<file path="src/rtl/dcache_ctrl.sv">
// -----------------------------------------------------------------------------
// dcache_ctrl
//   Direct-mapped, write-through, no-write-allocate data cache controller that
//   sits between the CPU load/store stage and a 16-bit word memory. Each line
//   holds one 16-bit word plus its valid bit and tag.
//
//   Read hits complete combinationally in the request cycle. Read misses and
//   all writes run a memory transaction of MEM_WAIT+1 cycles followed by a
//   one-cycle DONE handshake, stalling the CPU through cpu_ready.
//
// Parameters
//   INDEX_WIDTH  index bits; 2**INDEX_WIDTH single-word lines
//   MEM_WAIT     extra cycles a memory request is held (0..15)
//
// Ports
//   clk, rst                        clock, asynchronous active-high reset
//   cpu_req/cpu_wr/cpu_addr/cpu_wdata  CPU request (held until cpu_ready)
//   cpu_rdata, cpu_ready            load data / access-complete strobe
//   mem_enable/mem_wr/mem_addr/mem_wdata  memory request (registered)
//   mem_rdata                       memory read data (combinational)
//   hit_count, miss_count           read-hit / read-miss statistics
//
// Optional feature
//   DCACHE_STATS_EN  when defined, builds saturating 16-bit hit/miss counters;
//                    otherwise hit_count and miss_count are tied to zero.
// -----------------------------------------------------------------------------
module dcache_ctrl #(
    parameter int INDEX_WIDTH = 5,
    parameter int MEM_WAIT    = 1
) (
    input  logic        clk,
    input  logic        rst,
    input  logic        cpu_req,
    input  logic        cpu_wr,
    input  logic [15:0] cpu_addr,
    input  logic [15:0] cpu_wdata,
    output logic [15:0] cpu_rdata,
    output logic        cpu_ready,
    output logic        mem_enable,
    output logic        mem_wr,
    output logic [15:0] mem_addr,
    output logic [15:0] mem_wdata,
    input  logic [15:0] mem_rdata,
    output logic [15:0] hit_count,
    output logic [15:0] miss_count
);

    localparam int         DEPTH     = 1 << INDEX_WIDTH;
    localparam int         TAG_W     = 15 - INDEX_WIDTH;
    localparam logic [3:0] WAIT_INIT = 4'(MEM_WAIT);

    typedef enum logic [1:0] {IDLE, FILL, WRITE, DONE} state_t;

    state_t            state;
    logic [3:0]        wait_cnt;
    logic [DEPTH-1:0]  valid_q;
    logic [TAG_W-1:0]  tag_mem  [DEPTH];
    logic [15:0]       data_mem [DEPTH];
    logic [15:0]       rdata_q;

    logic [INDEX_WIDTH-1:0] index;
    logic [TAG_W-1:0]       tag;
    logic                   hit;
    logic                   idle_req;
    logic                   read_hit;
    logic                   read_miss;
    logic                   fill_done;

    assign index     = cpu_addr[INDEX_WIDTH:1];
    assign tag       = cpu_addr[15:INDEX_WIDTH+1];
    assign hit       = valid_q[index] && (tag_mem[index] == tag);
    assign idle_req  = (state == IDLE) && cpu_req;
    assign read_hit  = idle_req && !cpu_wr && hit;
    assign read_miss = idle_req && !cpu_wr && !hit;
    assign fill_done = (state == FILL) && (wait_cnt == 4'd0);

    // Hits answer straight from the array; DONE returns the latched fill data
    // (cleared to zero for writes).
    // NOTE: every output of a combinational block gets a default first, so no
    // path leaves it unassigned and no latch is inferred.
    always_comb begin
        cpu_ready = 1'b0;
        cpu_rdata = 16'h0000;
        if (read_hit) begin
            cpu_ready = 1'b1;
            cpu_rdata = data_mem[index];
        end else if (state == DONE) begin
            cpu_ready = 1'b1;
            cpu_rdata = rdata_q;
        end
    end

    // Control FSM; the memory request lines are registered and only ever
    // asserted while in FILL or WRITE.
    // NOTE: sequential state uses non-blocking assignments so every flop
    // samples pre-edge values regardless of statement order.
    always_ff @(posedge clk or posedge rst) begin
        if (rst) begin
            state      <= IDLE;
            wait_cnt   <= 4'd0;
            valid_q    <= '0;
            rdata_q    <= 16'h0000;
            mem_enable <= 1'b0;
            mem_wr     <= 1'b0;
            mem_addr   <= 16'h0000;
            mem_wdata  <= 16'h0000;
        end else begin
            case (state)
                IDLE: begin
                    if (idle_req && cpu_wr) begin
                        state      <= WRITE;
                        wait_cnt   <= WAIT_INIT;
                        rdata_q    <= 16'h0000;
                        mem_enable <= 1'b1;
                        mem_wr     <= 1'b1;
                        mem_addr   <= cpu_addr;
                        mem_wdata  <= cpu_wdata;
                    end else if (read_miss) begin
                        state      <= FILL;
                        wait_cnt   <= WAIT_INIT;
                        mem_enable <= 1'b1;
                        mem_addr   <= cpu_addr;
                    end
                end
                FILL, WRITE: begin
                    if (wait_cnt != 4'd0) begin
                        wait_cnt <= wait_cnt - 4'd1;
                    end else begin
                        if (state == FILL) begin
                            valid_q[index] <= 1'b1;
                            rdata_q        <= mem_rdata;
                        end
                        state      <= DONE;
                        mem_enable <= 1'b0;
                        mem_wr     <= 1'b0;
                        mem_addr   <= 16'h0000;
                        mem_wdata  <= 16'h0000;
                    end
                end
                DONE:    state <= IDLE;
                default: state <= IDLE;
            endcase
        end
    end

    // Tag/data storage. Stale contents are harmless because valid_q gates
    // every hit, and a reset forces the FSM out of FILL before any update.
    // NOTE: the storage arrays have no reset; only the valid bits need one,
    // which keeps the arrays mappable onto plain RAM.
    always_ff @(posedge clk) begin
        if (idle_req && cpu_wr && hit) begin
            data_mem[index] <= cpu_wdata;
        end
        if (fill_done) begin
            tag_mem[index]  <= tag;
            data_mem[index] <= mem_rdata;
        end
    end

`ifdef DCACHE_STATS_EN
    logic [15:0] hit_q;
    logic [15:0] miss_q;

    always_ff @(posedge clk or posedge rst) begin
        if (rst) begin
            hit_q  <= 16'h0000;
            miss_q <= 16'h0000;
        end else begin
            if (read_hit && (hit_q != 16'hFFFF)) begin
                hit_q <= hit_q + 16'd1;
            end
            if (read_miss && (miss_q != 16'hFFFF)) begin
                miss_q <= miss_q + 16'd1;
            end
        end
    end

    assign hit_count  = hit_q;
    assign miss_count = miss_q;
`else
    assign hit_count  = 16'h0000;
    assign miss_count = 16'h0000;
`endif

endmodule

</file>
<file path="config.mk">
export PLATFORM = sky130hd
export DESIGN_NAME = dcache_ctrl
export DESIGN_NICKNAME = d
export VERILOG_FILES = /design/src/rtl/dcache_ctrl.sv
export SDC_FILE = /design/constraint.sdc
export NUM_CORES = 1
export LEC_CHECK = 0
export BUFFER_PORTS_ARGS = -buffer_cell sky130_fd_sc_hd__buf_2
export CORE_ASPECT_RATIO = 0.7
export CORE_MARGIN = 1.5
export CORE_UTILIZATION = 66
export CTS_CLUSTER_SIZE = 12
export DETAILED_ROUTE_END_ITERATION = 7
export GPL_TIMING_DRIVEN = 1
export PLACE_DENSITY_LB_ADDON = 0.15
export SYNTH_ARGS = -nofsm -noshare
export SYNTH_HDL_FRONTEND = slang
export SYNTH_SLANG_ARGS = --single-unit
</file>
<file path="constraint.sdc">
create_clock -name clk -period 7.7 [get_ports clk]
set_clock_uncertainty 0.2 [all_clocks]
set_input_delay 0 -clock clk [delete_from_list [all_inputs] [get_ports clk]]
set_output_delay 0 -clock clk [all_outputs]
set_load 0.01 [all_outputs]
</file>
After elaboration in Yosys (flattened, before gate mapping). Memory sizes are Yosys's and may differ from the RTL's. Cells that the tools add are included. Widths: inputs -> output; s select.

Bits in read-only memories: 0. Bits in writable memories: 832. Bits in latches: 0. Register bits: 88. Memories kept: 2. Input bits: 52.

Add/subtract/negate cells: 1. Shift operators: 0. Magnitude comparators: 2. Multiplexer cells: 37. $mul: 0. Equal/unequal tests: 9. Divide/modulo/power cells: 0. Reduce and logical (&&, ||, !) cells: 22. Bitwise gates (word level): 3.

Memory list: data_mem (depth 32, width 16, read ports 1, clocked after Yosys merged registers in 0, write ports 1, line 58) `logic [15:0] data_mem [DEPTH];`; tag_mem (depth 32, width 10, read ports 1, clocked after Yosys merged registers in 0, write ports 1, line 57) `logic [TAG_W-1:0] tag_mem [DEPTH];`.

Operator list (count): $mux 16 (10); $pmux 16 s2 (3); $or 32x32->32 (1); $mux 1 (12); $mux 4 (3); $reduce_and 3->1 (4); $eq 10x10->1 (1); $logic_and 1x1->1 (9); $pmux 4 s2 (1); $lt 5x6->1 const B (1); $mux 2 (3); $ne 2x2->1 const B (3); $pmux 2 s3 (1); $bmux 1 s5 (1); $demux 1 s5 (1); $ge 5x1->1 const B (1); $eq 2x2->1 const B (2); $logic_not 4->1 (1); $pmux 1 s2 (2); $reduce_and 4->1 (1); $reduce_bool 4->1 (1); $sub 4x1->4 const B (1); $ne 3x2->1 const B (1); $eq 2x1->1 const B (1); other kinds (8) (9).

Longest topological paths before layout. Gate-level depths: netlist (run 1).

Word-level depth: 8. Gate-level depth with buffers: 14. Gate-level depth less buffers: 9.

Least setup slack after synthesis (run 1). Ideal clock, no wire load.

Kind: input to register. Start: input cpu_addr[1]. End: memory data_mem[11][0] (enable). Stages: 11. Buffers on the path: 2. Library setup time: 389 ps. Data arrival time: 2778 ps. Path slack: 4333 ps. Data required time: 7111 ps. Cells stage by stage: buf_2 > buf_2 > mux2i_1 > o22ai_2 > nor4_2 > a21o_1 > nand4_1 > nor4_2 > a31oi_1 > nand3b_1 > nor2_1.

Cells in the longest elaborated chain, start to end: 7. Elaborated cells on any way between the ends: 9.

Ends and longest elaborated chain: start: declaration (line 35) `input logic [15:0] cpu_addr,`; $mem_v2 32x10 or $bmux 1 s5 (tied branches); $eq 10x10->1 or $mux 1 (tied branches) (line 71) `assign hit = valid_q[index] && (tag_mem[index] == tag);`; $logic_and 1x1->1 (line 71); $logic_and 1x1->1 (line 151) `if (idle_req && cpu_wr && hit) begin`; $mux 1 (line 151); $mux 1 (implied by the code) (line 152) `data_mem[index] <= cpu_wdata;`; $or 1x1->1 (no line); end: declaration (line 58).

Parallel ways exist; a longest one is shown, timed or not. The select of a mux whose other input is x is not followed.

Final worst setup path (run 1).
Start: input cpu_addr[3]. End: memory data_mem[23][8] (enable).

Same word-level chain as after synthesis.

==> flow_metrics.tcl, run 1 <==
set metrics [dict create \
    synth_cells 1919 \
    antenna_found_initial 8 \
    cts_buffers 87 \
    timing.hold.ws_ns 0.02522 \
    drtPass1Iterations 6 \
    synthFlopType "edfxtp_1" \
    drive_above_1_share 0.2000 \
    regToRegSetupSlack_ns 3.23 \
    crit_fanout 33 \
    tns_ns 0 \
    port_buffers 102 \
    synth_cell_types 62 \
    stdcell_area_sq_um 40870 \
    synth_top_area_cell "edfxtp_1" \
    ir_worst_vdd_v 0.0002061 \
    synth_enable_flop_cells 832 \
    coreArea_sq_um 54100 \
    crit_required_ns 7.76 \
    root_buffer "clkbuf_16" \
    clkSlewWorstSetupHoldPaths_ns 0.06 \
    grt_pass1_vias 19250 \
    setup_ws_ns 2.753 \
    setup_viol 0 \
    cp-start-kind "primary input" \
    vias 20380 \
    yosysTopAreaCellShare 0.6861 \
    drc 0 \
    final_cell_mix "edfxtp_1 (832), mux2i_1 (176), mux4_2 (136)" \
    period_needed_ns 4.947 \
    place_congestion 0.9967 \
    place_area_sq_um 37570 \
    finalCoreUtilization 0.7555 \
    synthTopCellsByArea "edfxtp_1 (69%), mux4_2 (8.4%), dfrtp_1 (6.0%), mux2i_1 (4.8%), o22ai_1 (1.4%)" \
    drt-initial-drc-count 3396 \
    max-cap-violations 0 \
    via_per_inst 6.990 \
    start_util 0.6730 \
    status "finished, final reports clean" \
    finalWirelength_um 95250 \
    die_h_um 199.5 \
    ys_async_sr_fraction 0.09565 \
    ant_nets 0 \
    p_leak_nw 14.15 \
    cp.arrival_ns 5.00 \
    tightest_slew_ns 1.446 \
    yosysSeqAreaShare 0.7466 \
    gr-total-overflow 0 \
    cts_max_level 3 \
    fillCellCount 2923 \
    die_x_um 283.7 \
    cts.sinks 920 \
    grt_first_pass_wirelength_um 136200 \
    row_count 71 \
    hp-class "primary input to flip-flop" \
    layout_commonest_cell "edfxtp_1" \
    syn_to_final_growth_pct 12.24 \
    wl_per_cell_um 32.67 \
    grt_setup_unrepaired "no" \
    grt_max_degree 89 \
    post-dp-hpwl_um 57710 \
    synth_warnings 0 \
    clk_latency_ns 0.64 \
    post_cts_buffers 0 \
    crit_path_end_kind "flip-flop" \
    slew_headroom 0.03630 \
    slew_violations 0 \
    avgSynthCellArea_sq_um 18.97 \
    power_density_nw_per_um2 277.9 \
    hold_viol 0 \
    synth_seq_cells 920 \
    layout.nets 2187 \
    min_period_over_period 0.6425 \
    ios 135 \
    crit_type "primary input to flip-flop" \
    pre_cts_ws_ns 2.547 \
    clock_path_buffers 3 \
    grt_use_total 0.3416 \
    fmax_mhz 202.1 \
    cts_tree "yes" \
    dieArea_sq_um 56610 \
    syn_area_sq_um 36410 \
]
-- synth_stat cells (3+ instances only) --
cell type,number
nand4b_2,4
mux4_2,136
nor3_1,5
a22o_1,48
nand4_1,4
nand3_1,12
nand3b_1,4
dfrtp_1,88
a21o_1,8
a22oi_1,32
nor2_1,72
o21bai_1,32
mux2_2,17
inv_1,7
a221oi_1,16
xor2_1,3
and3_1,19
buf_2,37
buf_6,13
ha_1,7
buf_4,40
or4b_1,4
and3b_1,3
a21oi_1,7
and2_1,3
a31o_2,3
edfxtp_1,832
o21ai_0,17
o22ai_1,82
nand2b_1,6
nor4_2,3
nor3b_1,3
mux2i_1,176
nand2_1,67
buf_1,12
clkbuf_1,44
nor4_1,20
nand4bb_1,5
-- worst max-delay path, stage by stage --
cell           delay [ns]
dlygate4sd3_1        0.52
buf_2                0.51
or4b_1               0.56
o22ai_1              0.17
nor4_1               1.02
nand2_1              0.15
xor2_1               0.21
nor3_1               0.28
a31oi_1              0.19
nand3b_1             0.50
nor2_2               0.86
-- layout make-up --
cell class              count  area [sq um]  share of cell area
diodes                      1         2.502          0.00006123
clock buffers             138          2379             0.05820
clock inverters             8         95.09            0.002327
inverters                   7         27.53           0.0006735
multi-input cells         877          8512              0.2083
flip-flops and latches    920         27190              0.6652
well taps                 730         913.4             0.02235
repair buffers            235          1755             0.04295
-- power breakdown --
part / internal, mW / leakage [nW] / total (mW) / switching [mW]
clock: 2.12 / 1.18 / 3.89 / 1.77
combinational: 0.560 / 4.34 / 1.58 / 1.02
sequential: 5.76 / 8.64 / 5.89 / 0.128
total: 8.44 / 14.2 / 11.4 / 2.92
-- per-stage QoR --
step	total power, mW	cells
after floorplan	6.897	1950
after global placement	7.355	2687
after detailed placement	7.418	2687
after CTS	11.30	2915
after global routing	11.67	2915
final	11.36	2916
-- final timing paths --
check | startpoint | to | cells after the start
worst max-delay path | cpu_addr[3] | data_mem[23][8]$_DFFE_PP_ | 11
min in group asynchronous | rst | mem_addr[1]$_DFFE_PP0P_ | 4
worst min register to register | valid_q[9]$_DFFE_PP0P_ | valid_q[9]$_DFFE_PP0P_ | 1
max in group asynchronous | rst | valid_q[19]$_DFFE_PP0P_ | 4
worst max register to register | tag_mem[21][3]$_DFFE_PP_ | data_mem[23][8]$_DFFE_PP_ | 9
worst min-delay path | mem_rdata[10] | rdata_q[10]$_DFFE_PP0P_ | 4
-- metal layers --
layer | share of wire | GRT usage | vias up
met3 | 0.16 | 0.1259 | 139
met2 | 0.42 | 0.4600 | 1555
met1 | 0.41 | 0.5419 | 10500
met4 | 0.014 | 0.05942 | 8
met5 | 0.0011 | 0.007759 | -
li1 | - | - | 8180
-- repair_timing --
| action | CTS | global route |
|---|---|---|
| hold buffers | 82 | 0 |
| gates resized for setup | 0 | 0 |
| endpoints found under the hold margin | 468 | 0 |
-- cell families (layout without fill, tap and decap cells) --
group / after synthesis / after routing / synth area share
simple gates: 250 / 250 / 0.03739
xor+xnor: 3 / 3 / 0.0007217
fa+ha+maj: 7 / 7 / 0.002405
buf+inv: 153 / 388 / 0.02385
other cells: 1 / 33 / 0.0001030
flops: 920 / 920 / 0.7466
compound gates: 256 / 256 / 0.05116
mux: 329 / 329 / 0.1378
-- state kept, by name (all words and copies together) (netlist names) --
name	flops
mem_addr	16
mem_wr	1
rdata_q	16
wait_cnt	4
mem_wdata	16
data_mem	512
mem_enable	1
tag_mem	320
state	2
valid_q	32
Note: power is estimated with default switching activity, not from simulation.
==> inputs of run 2 (changes only) <==
--- a/config.mk
+++ b/config.mk
@@ -8,7 +8,7 @@
 export BUFFER_PORTS_ARGS = -buffer_cell sky130_fd_sc_hd__buf_2
 export CORE_ASPECT_RATIO = 0.7
 export CORE_MARGIN = 1.5
-export CORE_UTILIZATION = 66
+export CORE_UTILIZATION = 56
 export CTS_CLUSTER_SIZE = 12
 export DETAILED_ROUTE_END_ITERATION = 7
 export GPL_TIMING_DRIVEN = 1
==> constraint.sdc (replaced) <==
create_clock -name clk -period 4.1 [get_ports clk]
set_clock_uncertainty 0.2 [all_clocks]
set_input_delay 0 -clock clk [delete_from_list [all_inputs] [get_ports clk]]
set_output_delay 0 -clock clk [all_outputs]
set_load 0.01 [all_outputs]
==> flow_metrics.tcl, run 2 (synthesized netlist as in run 1, its figures left out) <==
set metrics [dict create \
    status "finished with violations" \
    violations "setup timing" \
    cts_max_level 3 \
    p_int_mw 15.97 \
    largest_reg_flops 512 \
    use_met3 0.1234 \
    port_buffers 102 \
    use_met1 0.4760 \
    drive_above_1_share 0.2449 \
    crit_type "flip-flop to output pin" \
    hp-class "primary input to flip-flop" \
    min_period_over_period 1.016 \
    crit_chain "mux2i_1 > o22ai_1 > nor4_1 > a21o_1 > nand4_1 > nor4_4 > and3b_2 > nand3_4 > buf_12 > mux2i_2 > buf_2" \
    drtPass1Iterations 6 \
    grt_first_pass_wirelength_um 140500 \
    top_register "data_mem" \
    die_x_um 307.8 \
    p_seq_frac 0.514 \
    cp_slowest_stage_delay_ns 0.58 \
    ios 135 \
    dieArea_sq_um 66590 \
    ir_worst_vdd_v 0.0003290 \
    path_delay_family "simple AND/OR/NAND/NOR gates" \
    vias 20200 \
    cts_buffers 88 \
    grt_max_degree 48 \
    power_density_nw_per_um2 507.7 \
    gr-usage-met2 0.3918 \
    cts_tree "yes" \
    crit_fanout 11 \
    switchingPower_mw 5.533 \
    clock_path_buffers 3 \
    regToRegSetupSlack_ns 0.09 \
    post-dp-hpwl_um 63450 \
    layout.nets 2290 \
    grt_use_total 0.3009 \
    largest_registers "data_mem (512), tag_mem (320), valid_q (32)" \
    drt-initial-drc-count 2887 \
    period_needed_ns 4.167 \
    swShare 0.2573 \
    ant_nets 0 \
    multi_input_area_sq_um 8638 \
    coreArea_sq_um 63680 \
    clkSlewWorstSetupHoldPaths_ns 0.06 \
    finalWirelength_um 98520 \
    grt_busiest_layer "met1" \
    layout_commonest_cell "edfxtp_1" \
    hold_viol 0 \
    fillCellCount 4162 \
    grt_pass1_vias 19610 \
    crit_path_end_kind "output pin" \
    start_util 0.5718 \
    p_leak_nw 14.78 \
    slew_headroom 0.2719 \
    final_cell_mix "edfxtp_1 (832), mux2i_1 (167), mux4_2 (136)" \
    gr-total-overflow 0 \
    cts.sinks 920 \
    clk_latency_ns 0.65 \
    antenna_found_initial 3 \
    row_count 77 \
    final-seq-area_sq_um 27190 \
    slew_violations 0 \
    setup_ws_ns -0.06675 \
    antenna_cells 0 \
    crit_path_top_delay_cell "mux2i_1" \
    cp-start-kind "flip-flop" \
    wl_per_cell_um 31.22 \
    max-cap-violations 0 \
    syn_to_final_growth_pct 16.30 \
    pre_cts_ws_ns -0.4344 \
    via_per_inst 6.401 \
    die_h_um 216.3 \
    tightest_slew_ns 1.088 \
    comb_power_share 0.143 \
    drc 0 \
    fmax_mhz 240.0 \
    dp_cells 2920 \
    root_buffer "clkbuf_16" \
    setup_viol 1 \
    crit_required_ns 3.90 \
    critPathBufInv 2 \
    fin_cells 3156 \
    place_congestion 0.9667 \
    cp.arrival_ns 3.97 \
    p_clk_frac 0.343 \
]
-- run 2: worst paths after layout --
| kind | from | end | cells after the start |
|---|---|---|---|
| setup / recovery | tag_mem[3][5]$_DFFE_PP_ | cpu_rdata[12] | 11 |
| hold / removal | mem_rdata[2] | rdata_q[2]$_DFFE_PP0P_ | 4 |
| setup reg to reg | tag_mem[25][8]$_DFFE_PP_ | mem_addr[5]$_DFFE_PP0P_ | 12 |
| hold reg to reg | valid_q[27]$_DFFE_PP0P_ | valid_q[27]$_DFFE_PP0P_ | 1 |
| max in group asynchronous | rst | valid_q[18]$_DFFE_PP0P_ | 5 |
| min in group asynchronous | rst | mem_enable$_DFFE_PP0P_ | 4 |
-- run 2: power groups by stage --
stage	clock (mW)	combinational, mW	sequential [mW]
floorplan	0	1.73	11.2
global placement	0	2.82	11.2
detailed placement	0	2.90	11.2
CTS	7.44	3.01	11.0
global route	7.81	3.29	11.1
finish	7.37	3.08	11.1
-- run 2: final cells by class --
type | instances | area share
multi-input combinational | 877 | 0.2040
clock inverter | 13 | 0.002452
inverter | 7 | 0.0006500
sequential | 920 | 0.6420
clock buffer | 133 | 0.05670
timing repair buffer | 337 | 0.06855
tap | 869 | 0.02568
-- run 2: layer usage --
layer / wire length (um) / vias to the layer above
met5: 8 / -
met4: 1520 / 2
met3: 14390 / 120
met2: 39850 / 1231
met1: 42750 / 10470
li1: - / 8379
-- run 2: worst register-to-register path, stage by stage (launching register included) --
cell and delay, ns:
edfxtp_1 0.35, mux2i_1 0.64, o22ai_1 0.19, nor4_1 0.31
nand2_1 0.12, xor2_1 0.24, nor4b_1 0.11, a32oi_1 0.40
buf_4 0.26, nand2_1 0.10, buf_4 0.18, a22o_1 0.24
dlygate4sd3_1 0.56
-- run 2: per-stage QoR --
step	hold WS [ns]	area, sq um	total power [mW]	setup TNS [ns]	utilization
detailed placement	-0.04222	38820	14.12	-166.72	0.6095
global route	0.06819	42350	22.18	-0.05301	0.6650
CTS	0.001156	42260	21.48	0	0.6635
floorplan	-0.1011	36530	12.95	0	-
global placement	-0.05020	38820	14.02	-225.56	0.6095
finish	0.05363	42350	21.50	-0.06675	0.6650
-- run 2: repair_timing --
item	in CTS	in global routing
pin swaps	1	0
buffers inserted	2	0
hold endpoints to repair	459	0
gates resized for setup	5	17
hold buffers	88	0
setup endpoints to repair	17	21
==> inputs of run 3 (changes only) <==
--- a/config.mk
+++ b/config.mk
@@ -8,11 +8,11 @@
 export BUFFER_PORTS_ARGS = -buffer_cell sky130_fd_sc_hd__buf_2
 export CORE_ASPECT_RATIO = 0.7
 export CORE_MARGIN = 1.5
-export CORE_UTILIZATION = 56
+export CORE_UTILIZATION = 62
 export CTS_CLUSTER_SIZE = 12
 export DETAILED_ROUTE_END_ITERATION = 7
 export GPL_TIMING_DRIVEN = 1
-export PLACE_DENSITY_LB_ADDON = 0.15
+export PLACE_DENSITY = 0.81
 export SYNTH_ARGS = -nofsm -noshare
 export SYNTH_HDL_FRONTEND = slang
 export SYNTH_SLANG_ARGS = --single-unit
==> constraint.sdc (replaced) <==
create_clock -name clk -period 4.7 [get_ports clk]
set_clock_uncertainty 0.2 [all_clocks]
set_input_delay 0 -clock clk [delete_from_list [all_inputs] [get_ports clk]]
set_output_delay 0 -clock clk [all_outputs]
set_load 0.01 [all_outputs]
==> flow_metrics.tcl, run 3 (synthesized netlist as in run 1, its figures left out) <==
set metrics [dict create \
    status "finished, final reports clean" \
    fmax_mhz 219.0 \
    finalWirelength_um 100400 \
    die_h_um 205.8 \
    coreArea_sq_um 58150 \
    tns_ns 0 \
    largest_registers "data_mem (512), tag_mem (320), valid_q (32)" \
    setup_viol 0 \
    finalCoreUtilization 0.7106 \
    clkSlewWorstSetupHoldPaths_ns 0.06 \
    use_met3 0.1168 \
    clock_path_buffers 3 \
    period_needed_ns 4.566 \
    via_per_inst 6.976 \
    tightest_slew_ns 1.121 \
    final_cell_mix "edfxtp_1 (832), mux2i_1 (176), mux4_2 (136)" \
    regToRegSetupSlack_ns 0.71 \
    row_count 74 \
    grt_setup_unrepaired "no" \
    cts_tree "yes" \
    dieArea_sq_um 60220 \
    place_congestion 0.9240 \
    vias 20820 \
    antenna_found_initial 8 \
    root_buffer "clkbuf_16" \
    largest_reg_flops 512 \
    drc 0 \
    ios 135 \
    crit_type "primary input to output pin" \
    grt_first_pass_wirelength_um 142700 \
    slew_violations 0 \
    ir_worst_vdd_v 0.0003840 \
    drt-initial-drc-count 3512 \
    cp-start-kind "primary input" \
    reg2reg_from "tag_mem[9][0]$_DFFE_PP_" \
    min_to "rdata_q[9]$_DFFE_PP0P_" \
    hold_start "mem_rdata[9]" \
    port_buffers 102 \
    crit_path_end_kind "output pin" \
    top_register "data_mem" \
    hp-class "primary input to flip-flop" \
    p_leak_nw 14.41 \
    crit_chain "dlygate4sd3_1 > clkbuf_4 > or4b_1 > o22ai_1 > nor4_1 > a21boi_2 > o211ai_1 > nor4_2 > and3b_2 > nand3_4 > mux2i_1 > buf_2" \
    fillCellCount 3286 \
    grt_busiest_layer "met1" \
    max-cap-violations 0 \
    power_density_nw_per_um2 454.6 \
    reg2reg_to "mem_addr[0]$_DFFE_PP0P_" \
    hold_viol 0 \
    cts_max_level 3 \
    grt_pass1_vias 20050 \
    cp_slowest_stage_delay_ns 0.88 \
    layout.nets 2237 \
    wl_per_cell_um 33.64 \
    grt_max_degree 101 \
    gr-total-overflow 0 \
    drtPass1Iterations 6 \
    crit_path_top_delay_cell "or4b_1" \
    min_period_over_period 0.9714 \
    layout_commonest_cell "edfxtp_1" \
    cts.sinks 920 \
    slew_headroom 0.2525 \
    crit_fanout 31 \
    ant_nets 0 \
    syn_to_final_growth_pct 13.48 \
    holdPathStages 4 \
    cp.arrival_ns 4.37 \
    die_x_um 292.7 \
    fin_cells 2984 \
    drive_above_1_share 0.2168 \
    post-dp-hpwl_um 60450 \
    use_met1 0.5142 \
    cts_buffers 88 \
    clk_latency_ns 0.64 \
    grt_use_total 0.3382 \
    gr-usage-met2 0.4729 \
    crit_required_ns 4.50 \
    reg2reg_depth 11 \
    timing.hold.ws_ns 0.03398 \
    start_util 0.6262 \
    dp_cells 2761 \
]
[run 3: cell types whose count changed in the layout (fill, tap and decap cells not counted), moves of 8 or more]
cell	previous run	this run
mux2i_2	9	0
nor2_2	14	0
buf_12	31	2
nor2_1	58	72
nor4_1	11	19
mux2i_1	167	176
buf_4	115	92
[run 3: layout make-up]
cell class / instances / area [sq um] / area share
Timing Repair Buffer: 284 / 2152 / 0.05208
Multi-Input combinational cell: 877 / 8539 / 0.2067
Sequential cell: 920 / 27190 / 0.6579
Clock buffer: 127 / 2401 / 0.05811
Clock inverter: 8 / 60.06 / 0.001453
Antenna cell: 1 / 2.502 / 0.00006056
Inverter: 7 / 27.53 / 0.0006662
Tap cell: 760 / 950.9 / 0.02301
[run 3: per-stage QoR]
stage / power, mW / instance area (sq um) / setup slack, ns
3_5_place_dp: 12.26 / 37920 / 0.1026
3_3_place_gp: 12.14 / 37920 / 0.1626
6_report: 18.78 / 41320 / 0.1344
5_1_grt: 19.26 / 41320 / 0.02473
4_1_cts: 18.64 / 41250 / 0.01843
2_1_floorplan: 11.30 / 36530 / 1.334
[run 3: worst max path at each step]
stage	slack, ns	start	end	cells past startpoint
final	0.13	cpu_addr[5]	cpu_rdata[12]	12
after global routing	0.02	cpu_addr[1]	cpu_rdata[3]	12
after CTS	0.02	cpu_addr[5]	cpu_rdata[12]	13
after detailed placement	0.10	cpu_addr[3]	data_mem[19][0]$_DFFE_PP_	13
after global placement	0.16	cpu_addr[3]	data_mem[27][8]$_DFFE_PP_	13
after floorplan	1.33	cpu_addr[1]	data_mem[11][0]$_DFFE_PP_	11
[run 3: layer usage]
metal,vias up,share of wire
met5,-,0.00021
met4,4,0.026
met3,203,0.16
met2,1795,0.43
met1,10560,0.39
li1,8253,-
[run 3: critical path, delay by kind of cell]
family | cells | cell delay, ns
multiplexers | 1 | 0.40
AND/OR/NAND/NOR | 5 | 2.02
buffers and inverters | 3 | 1.07
AO/OA/AOI/OAI | 3 | 0.85
[run 3: report_power, final]
group	internal (mW)	leakage, nW	switching (mW)
Sequential	9.44	8.64	0.212
Combinational	0.973	4.59	1.77
Clock	3.51	1.19	2.88
Total	13.9	14.4	4.86
[run 3: repair_timing]
action                     in CTS  in global routing
setup endpoints to repair       0                 17
hold buffers                   87                  0
buffers inserted                0                  0
hold endpoints to repair      428                  0
gates resized for setup         0                 13
